<file path="src/rtl/branchpred.sv">
// Direct-mapped branch target buffer with 2-bit saturating counters and a registered mispredict flag.
// Optional statistics counters are enabled by defining BRANCHPRED_STATS_EN.
module branchpred #(
  parameter int unsigned n       = 32,
  parameter int unsigned ENTRIES = 16
) (
  input  logic         i_clock,
  input  logic         i_reset,
  input  logic [n-1:0] i_pcf,
  output logic         o_predtaken,
  output logic [n-1:0] o_predtarget,
  input  logic         i_upd,
  input  logic [n-1:0] i_updpc,
  input  logic         i_updbrnch,
  input  logic [n-1:0] i_updtarget,
  input  logic         i_updpred,
  input  logic [n-1:0] i_updptarget,
  output logic         o_mispredict,
  output logic [n-1:0] o_brcount,
  output logic [n-1:0] o_mpcount
);

  localparam int unsigned IDXW = $clog2(ENTRIES);
  localparam int unsigned TAGW = n - IDXW - 2;

  logic            r_valid  [ENTRIES];
  logic [TAGW-1:0] r_tag    [ENTRIES];
  logic [n-1:0]    r_target [ENTRIES];
  logic [1:0]      r_ctr    [ENTRIES];
  logic            r_mispredict;

  logic [IDXW-1:0] w_lk_idx;
  logic [TAGW-1:0] w_lk_tag;
  logic            w_lk_hit;
  logic [IDXW-1:0] w_up_idx;
  logic [TAGW-1:0] w_up_tag;
  logic            w_up_hit;
  logic            w_mp;
  logic            w_unused_ok;

  assign w_lk_idx = i_pcf[IDXW+1:2];
  assign w_lk_tag = i_pcf[n-1:IDXW+2];
  assign w_up_idx = i_updpc[IDXW+1:2];
  assign w_up_tag = i_updpc[n-1:IDXW+2];
  assign w_unused_ok = &{1'b0, i_pcf[1:0], i_updpc[1:0]};

  // Lookup reads the pre-update table; there is no bypass from the update port.
  assign w_lk_hit     = r_valid[w_lk_idx] && (r_tag[w_lk_idx] == w_lk_tag);
  assign o_predtaken  = w_lk_hit && r_ctr[w_lk_idx][1];
  assign o_predtarget = w_lk_hit ? r_target[w_lk_idx] : i_pcf + n'(4);

  assign w_up_hit = r_valid[w_up_idx] && (r_tag[w_up_idx] == w_up_tag);
  assign w_mp     = (i_updbrnch != i_updpred) |
                    (i_updbrnch & i_updpred & (i_updtarget != i_updptarget));

  // Table training and mispredict flag.
  always_ff @(posedge i_clock or posedge i_reset) begin
    if (i_reset) begin
      for (int i = 0; i < int'(ENTRIES); i++) begin
        r_valid[i]  <= 1'b0;
        r_tag[i]    <= '0;
        r_target[i] <= '0;
        r_ctr[i]    <= 2'b01;
      end
      r_mispredict <= 1'b0;
    end else begin
      r_mispredict <= i_upd & w_mp;
      if (i_upd) begin
        if (w_up_hit) begin
          if (i_updbrnch) begin
            if (r_ctr[w_up_idx] != 2'b11) r_ctr[w_up_idx] <= r_ctr[w_up_idx] + 2'd1;
            r_target[w_up_idx] <= i_updtarget;
          end else if (r_ctr[w_up_idx] != 2'b00) begin
            r_ctr[w_up_idx] <= r_ctr[w_up_idx] - 2'd1;
          end
        end else if (i_updbrnch) begin
          r_valid[w_up_idx]  <= 1'b1;
          r_tag[w_up_idx]    <= w_up_tag;
          r_target[w_up_idx] <= i_updtarget;
          r_ctr[w_up_idx]    <= 2'b10;
        end
      end
    end
  end

  assign o_mispredict = r_mispredict;

`ifdef BRANCHPRED_STATS_EN
  logic [n-1:0] r_brcount;
  logic [n-1:0] r_mpcount;

  // Saturating resolved-branch and mispredict counters.
  always_ff @(posedge i_clock or posedge i_reset) begin
    if (i_reset) begin
      r_brcount <= '0;
      r_mpcount <= '0;
    end else if (i_upd) begin
      if (r_brcount != '1) r_brcount <= r_brcount + n'(1);
      if (w_mp && (r_mpcount != '1)) r_mpcount <= r_mpcount + n'(1);
    end
  end

  assign o_brcount = r_brcount;
  assign o_mpcount = r_mpcount;
`else
  assign o_brcount = '0;
  assign o_mpcount = '0;
`endif

endmodule

</file>
<file path="config.mk">
export PLATFORM = sky130hd
export DESIGN_NAME = branchpred
export DESIGN_NICKNAME = d
export VERILOG_FILES = /design/src/rtl/branchpred.sv
export SDC_FILE = /design/constraint.sdc
export NUM_CORES = 2
export LEC_CHECK = 0
export CAP_MARGIN = 10
export CORE_ASPECT_RATIO = 1.25
export CORE_MARGIN = 4
export CORE_UTILIZATION = 60
export CTS_BUF_LIST = sky130_fd_sc_hd__clkbuf_8
export CTS_CLUSTER_SIZE = 30
export DETAILED_ROUTE_END_ITERATION = 16
export PLACE_DENSITY = 0.79
export SLEW_MARGIN = 20
export SYNTH_ARGS = -nofsm -noshare
export SYNTH_HDL_FRONTEND = slang
export SYNTH_SLANG_ARGS = --single-unit
</file>
<file path="constraint.sdc">
create_clock -name i_clock -period 103.9 [get_ports i_clock]
set_clock_uncertainty 0.15 [all_clocks]
set_input_delay 20.78 -clock i_clock [delete_from_list [all_inputs] [get_ports i_clock]]
set_output_delay 20.78 -clock i_clock [all_outputs]
set_load 0.005 [all_outputs]
</file>
### Word level (Yosys, flattened, before mapping)

Cells that the tools add are included.
W data, S select, Z words.

| storage, ports and cells | value |
|---|---|
| register bits after elaboration | 977 |
| input port bits | 133 |
| output and inout port bits | 98 |
| word-level logic and storage cells | 137 |

| operators by class | value |
|---|---|
| add/sub/neg operators | 3 |
| magnitude comparators | 3 |
| equal/unequal tests | 6 |
| mux-type cells | 39 |
| bitwise operators | 11 |
| reduce and logical (&&, ||, !) cells | 10 |

Operators with widths:

| kind | count |
|---|---|
| $bwmux W512 | 1 |
| $bwmux W416 | 1 |
| $mux W32 | 9 |
| $bmux W26 S4 | 2 |
| $mux W26 | 5 |
| $bmux W32 S4 | 1 |
| $demux W32 S4 | 1 |
| $demux W26 S4 | 1 |
| $bwmux W32 | 2 |
| $eq A26 B26 Y1 | 2 |
| $add A32 B3 Y32 const B | 1 |
| $ne A32 B32 Y1 | 1 |
| $or A16 B16 Y16 | 2 |
| $and A16 B16 Y16 | 1 |
| $bmux W2 S4 | 2 |
| $not A16 Y16 | 1 |
| $ge A5 B5 Y1 const B | 2 |
| $mux W2 | 5 |
| $not A4 Y5 | 2 |
| $bmux W1 S4 | 2 |
| $demux W2 S4 | 1 |
| $reduce_bool A2 Y1 | 3 |
| $lt A5 B1 Y1 const B | 1 |
| $mux W1 | 5 |
| 13 further kinds | 18 |

### Longest topological paths before layout

| depth | value |
|---|---|
| depth after elaboration | 9 |
| mapped depth | 17 |
| mapped depth without buffers | 10 |

### Worst setup path after synthesis

OpenSTA, ideal clock, no wires.

| timing | value |
|---|---|
| kind | input to output |
| from | in i_pcf[2] |
| to | out o_predtarget[10] |
| data arrival time | 24.028 ns |
| required time | 82.970 ns |
| setup slack | 58.942 ns |
| stages | 12 |
| buffers on the path | 5 |
| cell sequence | clkbuf_1 -> buf_2 -> buf_1 -> mux4_2 -> mux4_2 -> xnor2_1 -> nand4_1 -> nor2_1 -> nand4_1 -> clkbuf_1 -> buf_2 -> a21oi_1 |

| between the ends | value |
|---|---|
| word-level cells in the longest chain between the ends | 7 |

Ends and longest elaborated chain:

| what | RTL line | text |
|---|---|---|
| start, declared | 9 | `input logic [n-1:0] i_pcf,` |
| $not A4 Y5 (implied by the code) | 48, 50 |  |
| $bmux W26 S4 | 48 | `assign w_lk_hit = r_valid[w_lk_idx] && (r_tag[w_lk_idx] == w_lk_tag);` |
| $mux W26 (implied by the code) (2 in series) | 48 |  |
| $eq A26 B26 Y1 | 48 |  |
| $logic_and A1 B1 Y1 | 48 |  |
| $mux W32 (*) | 50 | `assign o_predtarget = w_lk_hit ? r_target[w_lk_idx] : i_pcf + n'(4);` |
| end, declared | 11 | `output logic [n-1:0] o_predtarget,` |

Mark *: on every way between the ends. The rest lies on a longest branch, timed or not. The select of a mux whose other input is x is not followed.

### Final worst setup path

| timing | value |
|---|---|
| from | in i_pcf[3] |
| to | out o_predtarget[2] |

| between the ends | value |
|---|---|
| word-level cells in the longest chain between the ends | 7 |

Ends and longest elaborated chain:

| what | RTL line |
|---|---|
| $not A4 Y5 (implied by the code) (*) | 48, 50 |
| $bmux W26 S4 | 48 |
| $mux W26 (implied by the code) (2 in series) | 48 |
| $eq A26 B26 Y1 | 48 |
| $logic_and A1 B1 Y1 | 48 |
| $mux W32 (*) | 50 |

Marks and branches as above.

==> results.txt <==
----------------------------------------------------
[Global routing]
  Vias in the first global route ... 33700
  Largest net degree at the start of global routing ... 146
  Global-route usage over all layers ... 32.0%
  Overflow left after global routing ... 0
  Number of antenna violations at the first check in global routing ... 6
  First-pass GRT wire length ... 212000 um

[Worst setup path]
  Critical path type ... in2out
  Worst reg2reg endpoint ... r_tag[149]$_DFFE_PP0P_
  Category of cells accounting for the largest share of critical-path delay ... buffers and inverters
  Stage delay of the slowest cell on the critical path ... 0.82 ns
  CP Buf/Inv Count ... 5
  Data arrival time of the critical path ... 26.04 ns
  Required @ worst endpoint ... 82.97 ns
  Worst Setup End Kind ... primary output
  Critical path startpoint category ... input port
  Maximum fanout count along the critical path ... 100
  Cell-by-cell trace of the critical path ... buf_8, buf_12, buf_4, mux4_2, mux4_2, xnor2_1, nand4_1, nor4_1, nand4_1, buf_4, a21oi_1, clkdlybuf4s50_1
  Slowest cell on the critical path ... buf_4
  Depth of the most critical reg-to-reg path ... 9
  Worst reg-to-reg setup slack ... 98.90 ns
  Launch instance of the worst register-to-register path ... r_tag[317]$_DFFE_PP0P_

[STA]
  Measured slew at the worst slew-check pin ... 1.23 ns
  Hold violation total from the final report ... 0
  Final clock period utilization by the worst path ... 45.2%
  Unrepaired setup endpoints after global routing ... false
  Tmin final ... 46.97 ns
  Worst hold slack ... 0.335 ns
  Sum of negative setup slack ... 0 ns
  Slew Limit Headroom ... 18.0%
  Slew Viols, Final ... 0
  Setup violation total in the final timing report ... 0
  Max Fclk ... 21.3 MHz

[Synth]
  Mean instance size in the synthesized netlist ... 15.2 sq um
  Flip-flop cell with the highest count after synthesis ... dfrtp_1
  Number of flops mapped to enable cells by yosys ... 0
  Yosys reg bits ... 977
  Number of warning messages in the yosys log ... 0
  Number of different library cells in the post-synthesis netlist ... 65
  Synth Instances ... 3300
  Async set-or-reset flop fraction in the synthesized netlist ... 100%
  Sequential area share after synthesis ... 48.7%
  Netlist area before placement ... 50300 sq um

[Floorplan]
  Total Die Area ... 88500 sq um
  Number of cell rows ... 118
  Die extent in x ... 267 um
  Starting Density ... 60.6%
  Core outline area ... 83000 sq um
  Height of the chip ... 332 um
  Ports ... 231

[Place]
  Number of buffer cells added on primary ports ... 164
  Cells after DPL ... 4310
  Post-DP HPWL ... 84900 um
  Weighted congestion at the end of routability-driven global placement ... 0.904

[Routing]
  WL final ... 140000 um
  Detailed-routing iteration count for the pre-antenna-repair pass ... 5
  Antenna Nets Post-Route ... 0
  Detailed Route Iter0 Violations ... 2680
  Vias post-DR ... 30900
  Via density ... 6.74
  # DRC ... 0
  Avg WL per Cell ... 30.5 um

[Clocking]
  Root buffer selected by CTS ... clkbuf_8
  Reg clk slew, reported paths ... 0.06 ns
  Post-CTS Hold Fix Bufs ... 0
  Clk sinks ... 977
  # Post-CTS Setup Buffers ... 0
  Clock Latency Late Sink ... 0.84 ns
  TritonCTS clock tree ... yes
  Number of buffers inserted during clock tree synthesis ... 157
  Deepest level of the CTS H-tree ... 4
  Clk buf depth ... 3
  Count of cells resized by post-cts repair ... 0

[Cells and area]
  Area added between synthesis and finish ... 10.5%
  Count of filler cells inserted in the layout ... 5642
  Number of non-filler instances in the completed layout ... 4589
  Nets ... 3527
  Area used by sequential logic in the layout ... 24500 sq um
  Multi-input logic area ... 24300 sq um
  Ratio of cells with drive above 1 in the final layout ... 48.6%
  Final cell utilization of the core ... 66.9%

[Pwr]
  Total power consumption of the routed design ... 1060 uW
  Sw Pwr ... 292 uW
  Total leakage power ... 0.0241 uW
  Peak supply drop ... 12.6 uV
  Part of the power in combinational logic ... 20.5%
  Clk pwr share ... 32.1%
  Cell internal pwr ... 765 uW
  Register share of total power ... 47.4%
  Sw Ratio ... 27.6%
  P per Cell Area ... 19.0 nW/um^2

[Worst hold path]
  Worst min-delay path category ... reg2reg
  Worst Hold Path Cells ... 1
  Hold Crit Endpoint ... r_valid[9]$_DFFE_PP0P_
  Hold_sp ... r_valid[9]$_DFFE_PP0P_

[Flow run]
  Max-cap violations ... 0

[Status]
  Run status ... finished, final reports clean

----------------------------------------------------
[power by group through the flow]
stage | Combinational, uW | Sequential, uW | Clock, uW
floorplan | 166 | 490 | 0
global placement | 207 | 495 | 0
detailed placement | 216 | 505 | 0
CTS | 217 | 499 | 344
global route | 231 | 508 | 362
finish | 217 | 501 | 339
[placed cells by master (no fill, tap or decap), types with 7 or more instances in the layout]
master,Yosys,final
nor2_1,60,52
conb_1,1,64
dfstp_2,16,16
o21ai_0,9,9
clkbuf_8,0,197
inv_1,5,49
nor3_1,15,10
mux4_2,381,381
nor4_1,8,8
nand2_1,46,46
mux2_1,10,10
and3_1,9,8
xnor2_1,84,84
nand2b_1,18,15
dfrtp_1,961,961
mux2_2,923,923
clkdlybuf4s50_1,0,157
xor2_1,37,37
a22oi_1,30,30
mux2_4,38,38
clkinv_2,0,15
nor2b_1,10,9
buf_4,81,60
a21oi_1,35,35
mux2i_1,87,87
nand3_1,35,32
nor2_4,0,7
nand4_1,29,29
[registers in the layout, summed over array words and instances (netlist names)]
name          count
r_valid          16
r_tag           416
r_ctr            32
r_target        512
o_mispredict      1
[cells by family (layout without fill, tap and decap cells)]
family,Yosys count,in the layout,synth area share [%]
compound gates,121,121,1.69
xor+xnor,121,121,2.11
fa+ha+maj,4,4,0.0996
buf+inv,365,507,3.66
flops,977,977,48.7
mux,1439,1439,40.8
other cells,1,68,0.00746
simple gates,272,272,2.91
[how the worst max path moves through the flow]
| stage | depth (start not counted) | endpoint | start | slack [ns] |
|---|---|---|---|---|
| 3_3_place_gp | 13 | o_predtarget[2] | i_pcf[3] | 56.89 |
| 4_1_cts | 12 | o_predtarget[2] | i_pcf[3] | 56.90 |
| 3_5_place_dp | 13 | o_predtarget[2] | i_pcf[3] | 56.92 |
| 6_report | 12 | o_predtarget[2] | i_pcf[3] | 56.93 |
| 2_1_floorplan | 1 | o_mispredict$_DFF_PP0_ | i_reset | 55.51 |
| 5_1_grt | 12 | o_predtarget[30] | i_pcf[3] | 56.68 |
[final cells by class]
cell class	count	area share (%)
antenna	4	0.0180
clock buffer	197	4.88
clock inverter	77	0.903
inverter	6	0.0631
multi-input combinational	2021	43.7
sequential	977	44.1
tap	1080	2.43
timing repair buffer	227	3.90
[routing by layer]
| layer | vias up | track usage, % | wire length [um] |
|---|---|---|---|
| met5 | - | 0 | 34 |
| met4 | 4 | 14.5 | 6740 |
| met3 | 365 | 7.42 | 11100 |
| met2 | 1435 | 51.7 | 68400 |
| met1 | 16600 | 41.7 | 53500 |
| li1 | 12500 | - | - |
[Yosys cell counts (34+ instances only)]
cell      instances  share of area (%)
mux4_2          381                 17
mux2i_1          87                1.7
mux2_2          923                 21
buf_4            81                1.2
xor2_1           37               0.64
xnor2_1          84                1.5
nor2_1           60               0.45
a21oi_1          35               0.35
buf_1            34               0.25
clkbuf_1        177                1.3
nand2_1          46               0.34
buf_2            54               0.54
dfrtp_1         961                 48
mux2_4           38                1.1
nand3_1          35               0.35
[per-stage QoR]
step                worst slack [ns]  cell area, sq um
finish                         56.93             55500
global route                   56.68             55500
global placement               56.89             52300
CTS                            56.90             55500
detailed placement             56.92             52300
floorplan                      55.51             50500
No activity file was read; power rests on OpenSTA's default activity.
